## src/rtl/seq_detector_prog.sv

```systemverilog
// seq_detector_prog: run-time programmable Moore serial sequence detector with saturating match counter
module seq_detector_prog #(
  parameter int N = 4,
  parameter logic [N-1:0] PAT_DEFAULT = 4'b1010,
  parameter int LEN_DEFAULT = N,
  parameter int CNT_W = 8,
  parameter int LEN_W = $clog2(N) + 1
) (
  input  logic             clk,
  input  logic             reset,
  input  logic             x,
  input  logic             en,
  input  logic             cfg_load,
  input  logic [N-1:0]     cfg_pat,
  input  logic [LEN_W-1:0] cfg_len,
  input  logic             cfg_ovl,
  input  logic             cnt_clr,
  output logic             z,
  output logic [CNT_W-1:0] match_cnt
);
  logic [N-1:0] pat_r, hist, new_hist, mask;
  logic [LEN_W-1:0] len_r, fill, new_fill, len_c;
  logic ovl_r, hit;
  // mask selects the low len_r bits so pattern and history compare over the active length only
  always_comb begin
    new_hist = {hist[N-2:0], x};
    new_fill = (fill == LEN_W'(N)) ? fill : fill + 1'b1;
    len_c = (cfg_len == '0) ? LEN_W'(1) : (cfg_len > LEN_W'(N)) ? LEN_W'(N) : cfg_len;
    mask = '0;
    for (int i = 0; i < N; i++) mask[i] = LEN_W'(i) < len_r;
    hit = en & (new_fill >= len_r) & (((new_hist ^ pat_r) & mask) == '0);
  end
  always_ff @(posedge clk or negedge reset)
    if (!reset) begin
      pat_r <= PAT_DEFAULT;
      len_r <= LEN_W'(LEN_DEFAULT);
      ovl_r <= 1'b1;
      hist <= '0;
      fill <= '0;
      z <= 1'b0;
    end else if (cfg_load) begin
      pat_r <= cfg_pat;
      len_r <= len_c;
      ovl_r <= cfg_ovl;
      hist <= '0;
      fill <= '0;
      z <= 1'b0;
    end else begin
      z <= hit;
      if (en) begin
        hist <= new_hist;
        fill <= (hit & ~ovl_r) ? '0 : new_fill;
      end
    end
  always_ff @(posedge clk or negedge reset)
    if (!reset) match_cnt <= '0;
    else if (cnt_clr) match_cnt <= '0;
    else if (hit & ~cfg_load & (match_cnt != '1)) match_cnt <= match_cnt + 1'b1;
endmodule

```

## config.mk

```make
export PLATFORM = sky130hd
export DESIGN_NAME = seq_detector_prog
export DESIGN_NICKNAME = d
export VERILOG_FILES = /design/src/rtl/seq_detector_prog.sv
export SDC_FILE = /design/constraint.sdc
export NUM_CORES = 1
export LEC_CHECK = 0
export BUFFER_PORTS_ARGS = -buffer_cell sky130_fd_sc_hd__buf_2
export CAP_MARGIN = 20
export CORE_MARGIN = 3
export CORE_UTILIZATION = 58
export DETAILED_ROUTE_END_ITERATION = 12
export PLACE_DENSITY_LB_ADDON = 0.12
export RECOVER_POWER = 25
export SLEW_MARGIN = 40
export SYNTH_ARGS = -nofsm -noshare
export SYNTH_HDL_FRONTEND = slang
export SYNTH_SLANG_ARGS = --single-unit
```

## constraint.sdc

```tcl
create_clock -name clk -period 3.8 [get_ports clk]
set_input_delay 1.14 -clock clk [delete_from_list [all_inputs] [get_ports clk]]
set_output_delay 1.14 -clock clk [all_outputs]
set_load 0.1 [all_outputs]
```

Word level (Yosys, flattened, before mapping):

Cells that the tools add are included.

* output and inout port bits: 9
* bits in registers: 23
* logic and storage cells: 41
* bits of input ports: 14

* order comparisons: 6
* reduce and logical (&&, ||, !) cells: 4
* muxes and demuxes: 11
* add/subtract/negate cells: 2
* bitwise logic cells: 9
* eq/ne operators: 2

Operators with widths (count)
* 2-to-1 mux 3 bit: 8
* 2-to-1 mux 8 bit: 2
* adder 8 x 1 -> 8 bit, second input constant: 1
* inequality test 8 bit, second input constant: 1
* less-than comparator 1 x 3 -> 1 bit, first input constant: 2
* less-than comparator 2 x 3 -> 1 bit, first input constant: 2
* bitwise AND 1 bit: 5
* bitwise AND 4 bit: 1
* zero test 4 bit: 1
* nonzero test 2 bit: 2
* bitwise XOR 4 bit: 1
* adder 3 x 1 -> 3 bit, second input constant: 1
* equality test 3 bit, second input constant: 1
* >= comparator 3 bit: 1
* greater-than comparator 3 bit, second input constant: 1
* zero test 3 bit: 1
* inverter 1 bit: 2
* 2-to-1 mux 1 bit: 1

Longest topological paths before layout:

* word-level depth: 9
* gate-level depth with buffers: 11
* mapped depth without buffers: 10

Least setup slack after synthesis:

No wires, ideal clock.

* kind: input to register
* start point: input cfg_load
* end point: register match_cnt[6]
* stages on the path: 7
* slack: 1414 ps
* data arrival time: 2309 ps
* data required time: 3722 ps
* path through: buf_6 -> nand2b_4 -> a31oi_2 -> nand4_2 -> buf_6 -> or3_1 -> a21oi_1

* longest elaborated chain between the ends: 4

Ends and longest elaborated chain
* start: declaration: RTL line 13 `input logic cfg_load,`
* inverter 1 bit: RTL line 58 `else if (hit & ~cfg_load & (match_cnt != '1)) match_cnt <= match_cnt + 1'b1;`
* bitwise AND 1 bit (2 in series): RTL line 58
* nonzero test 2 bit (no source line)
* end signal: assignment: RTL line 58
* end: declaration: RTL line 19 `output logic [CNT_W-1:0] match_cnt`

Every way passes these cells.
A chain may end at the register's enable or synchronous reset.

Worst setup path after layout:

* start point: register fill[0]
* end point: register match_cnt[7]

* longest elaborated chain between the ends: 8
* elaborated cells on any way between the ends: 9
* classes of those cells: 1 x add/sub; 1 x order compare; 1 x eq/ne; 1 x mux; 4 x bitwise; 1 x reduce/logical

Ends and longest elaborated chain
* start: declaration: RTL line 22 `logic [LEN_W-1:0] len_r, fill, new_fill, len_c;`
* start signal: assignment: RTL line 52 `fill <= (hit & ~ovl_r) ? '0 : new_fill;`
* adder 3 x 1 -> 3 bit or equality test 3 bit (tied branches): RTL line 27 `new_fill = (fill == LEN_W'(N)) ? fill : fill + 1'b1;`
* 2-to-1 mux 3 bit *: RTL line 27
* >= comparator 3 bit *: RTL line 31 `hit = en & (new_fill >= len_r) & (((new_hist ^ pat_r) & mask) == '0);`
* bitwise AND 1 bit * (2 in series): RTL line 31
* bitwise AND 1 bit * (2 in series): RTL line 58
* nonzero test 2 bit (no source line) *

Every way passes the cells marked *; elsewhere a longest branch is shown, timed or not.

==> impl_metrics.json <==
{
  "wl_mm": 2.298,
  "num_rows": 16,
  "reg2reg_to": "match_cnt[7]",
  "start_util_pct": 62.25,
  "yosysSeqAreaShare_pct": 46.59,
  "arrival_ns": 2.72,
  "gr-usage-met3_pct": 2.564,
  "met1_usage_pct": 23.13,
  "postCtsSetupRepairBufs": 0,
  "path_class": "reg -> reg",
  "use_met2_pct": 32.85,
  "cp-start-kind": "register",
  "grt_start_max_net_pins": 24,
  "cts_tree": "yes",
  "port_buffers": 22,
  "fin_crit_ns": 2.463,
  "clkTransAtPathRegs_ns": 0.13,
  "htree_levels": 1,
  "cp-end-kind": "register",
  "postSynthAreaPerCell_sq_um": 10.65,
  "cpMaxStageDelayCell": "or4_1",
  "busiest_layer": "met2",
  "cts_resized": 0,
  "dp_worst_setup_slack_ns": 1.000,
  "wl_per_cell_um": 13.93,
  "yosysTopAreaCellShare_pct": 38.15,
  "fin_crit_sh_pct": 64.82,
  "maxSlewHeadroom_pct": 20.36,
  "nets": 159,
  "tns_ns": 0,
  "min_path_cells": 1,
  "postPlaceCellArea_sq_um": 1353,
  "drv_slew": 0,
  "worstHoldStart": "pat_r[2]",
  "cp_cell_sequence": "inv_1, ha_1, nor2_1, nor2_1, ha_1, o21ai_0, o21bai_2, nand4_2, or4_1, a21oi_1",
  "first_pass_iters": 4,
  "synth_warnings": 0,
  "yosys-top-cells-area": "dfrtp_1 38%, dfstp_2 8.4%, ha_1 6.0%",
  "hold_path_end": "pat_r[2]",
  "rsz0062_at_grt": "false",
  "ys.flop_type": "dfrtp_1",
  "crit_fanout": 14,
  "grt_pass1_wl_mm": 3.836,
  "leakagePower_uw": 0.0006548,
  "fill_cells": 172,
  "grt.total_usage_pct": 18.96,
  "syn_area_sq_um": 1246,
  "finalWorstSetupSlack_ns": 1.337,
  "die-area_sq_um": 2741,
  "finalSetupViolCount": 0,
  "regArea_sq_um": 580.6,
  "diodes": 0,
  "timing.rr.start": "fill[0]",
  "coreArea_sq_um": 2002,
  "synth_edf_count": 0,
  "synth_most_common_cell": "dfrtp_1",
  "outcome": "finished, final reports clean",
  "clk-insertion-delay-late_ns": 0.31,
  "ir_drop_v": 0.0002415,
  "num_io_pins": 23,
  "die_y_um": 52.36,
  "fin_area_sq_um": 1379,
  "gp_congestion": 0.8313,
  "ant_nets": 0,
  "multiInputGateArea_sq_um": 605.6,
  "postCtsHoldBufs": 0,
  "syn_nets": 137,
  "synth.largest_area_cell": "dfrtp_1",
  "clk_path_buf_depth": 2,
  "hold_viol_final": 0,
  "cts_buffers": 3,
  "synth.top_cells.by_count": "19 x dfrtp_1, 11 x nor2_1, 8 x a21oi_1",
  "grt_pass1_vias": 867,
  "dp_hpwl_mm": 1.718,
  "min_path_type": "reg -> reg",
  "r2r_slack_ns": 1.34,
  "crit_path_max_incr_delay_ns": 0.56,
  "antenna_found_initial": 0,
  "fin_skew_ns": 0.009967,
  "startpoint": "fill[0]",
  "cts.sinks": 23,
  "ff2ff_path_depth": 10,
  "viasPerCell": 5.545,
  "drt_iter0_drc": 6,
  "dr_total_vias": 915,
  "cts-root-buf": "clkbuf_4",
  "fmax_ghz": 0.4060,
  "synthArstFlopShare_pct": 100.0,
  "maxCapViolCount": 0,
  "ys_ff_latch": 23,
  "die_w_um": 52.36,
  "power_density_nw_per_um2": 343.4,
  "tightest_slew_ns": 1.195,
  "drive_above_1_share_pct": 30.43,
  "synth_cell_types": 36,
  "worstPathRequired_ns": 4.05,
  "overflow": 0,
  "drc": 0,
  "synthCells": 117,
  "area_delta_synth_final_pct": 10.64
}
-- sequential cells by signal, summed over array words and instances, names as in the netlist --
register	count
hist	3
ovl_r	1
len_r	3
z	1
pat_r	4
fill	3
match_cnt	8
-- layout make-up --
cell class | instances | share of cell area [%]
Clock buffer | 3 | 1.633
Sequential cell | 23 | 42.11
Clock inverter | 1 | 0.3630
Multi-Input combinational cell | 83 | 43.92
Tap cell | 27 | 2.450
Timing Repair Buffer | 22 | 7.895
Inverter | 6 | 1.633
-- per-stage QoR --
| step | total power [uW] | hold slack, ns | std cells | utilization [%] |
|---|---|---|---|---|
| after detailed placement | 366.4 | 0.5286 | 161 | 67.56 |
| after CTS | 478.5 | 0.5576 | 165 | 68.94 |
| after global placement | 362.9 | 0.5131 | 161 | 67.56 |
| final | 473.5 | 0.5522 | 165 | 68.88 |
| after global routing | 499.0 | 0.5847 | 165 | 68.88 |
| after floorplan | 343.1 | 0.5018 | 117 | - |
-- cell usage in the layout, fill, tap and decap left out, drive strengths merged, types with 2 or more instances in the layout --
master	Yosys	final
inv	6	6
nand3b	2	2
o21ai	8	8
xnor2	4	4
nand3	4	4
ha	6	6
o32ai	2	2
mux2	6	6
a21oi	8	8
buf	4	21
clkbuf	1	4
nand2	5	5
nor2	11	11
or3	5	5
xor2	2	2
mux2i	4	4
dfrtp	19	19
and3	2	2
dfstp	4	4
-- worst max-delay path by stage --
stage | endpoint | slack, ns | depth (start not counted)
floorplan | match_cnt[6] | 1.41 | 7
global placement | match_cnt[7] | 1.07 | 6
detailed placement | match_cnt[7] | 1.00 | 6
CTS | match_cnt[7] | 1.32 | 10
global route | match_cnt[7] | 1.14 | 10
finish | match_cnt[7] | 1.34 | 10
-- kinds of logic (layout without fill, tap and decap cells) --
| family | Yosys count | count (layout) | synth area share (%) |
|---|---|---|---|
| AOI/OAI and AO/OA | 24 | 24 | 12.95 |
| xor gates and xnor gates | 6 | 6 | 4.217 |
| adders and majority gates | 6 | 6 | 6.024 |
| buffers and inverters | 11 | 32 | 4.819 |
| DFF | 23 | 23 | 46.59 |
| muxes | 10 | 10 | 8.634 |
| and+or+nand+nor | 37 | 37 | 16.77 |
-- where the power goes --
part	switching, uW	internal [uW]	leakage [uW]
registers	12.1	261	0.000298
logic	49.9	37.3	0.000339
clock network	74.0	39.3	0.0000177
total	136	338	0.000655
-- critical path, delay by kind of cell (launching register included) --
family	cells	cell delay [ns]
buf+inv	1	0.08
flops	1	0.41
simple gates	4	1.06
compound gates	3	0.40
fa+ha+maj	2	0.47
-- layer usage --
layer | up-vias | routed length [um]
li1 | 461 | -
met1 | 438 | 980
met2 | 14 | 1223
met3 | 2 | 82
met4 | 0 | 12
met5 | - | 0
Power figures use the tool's default switching activity.
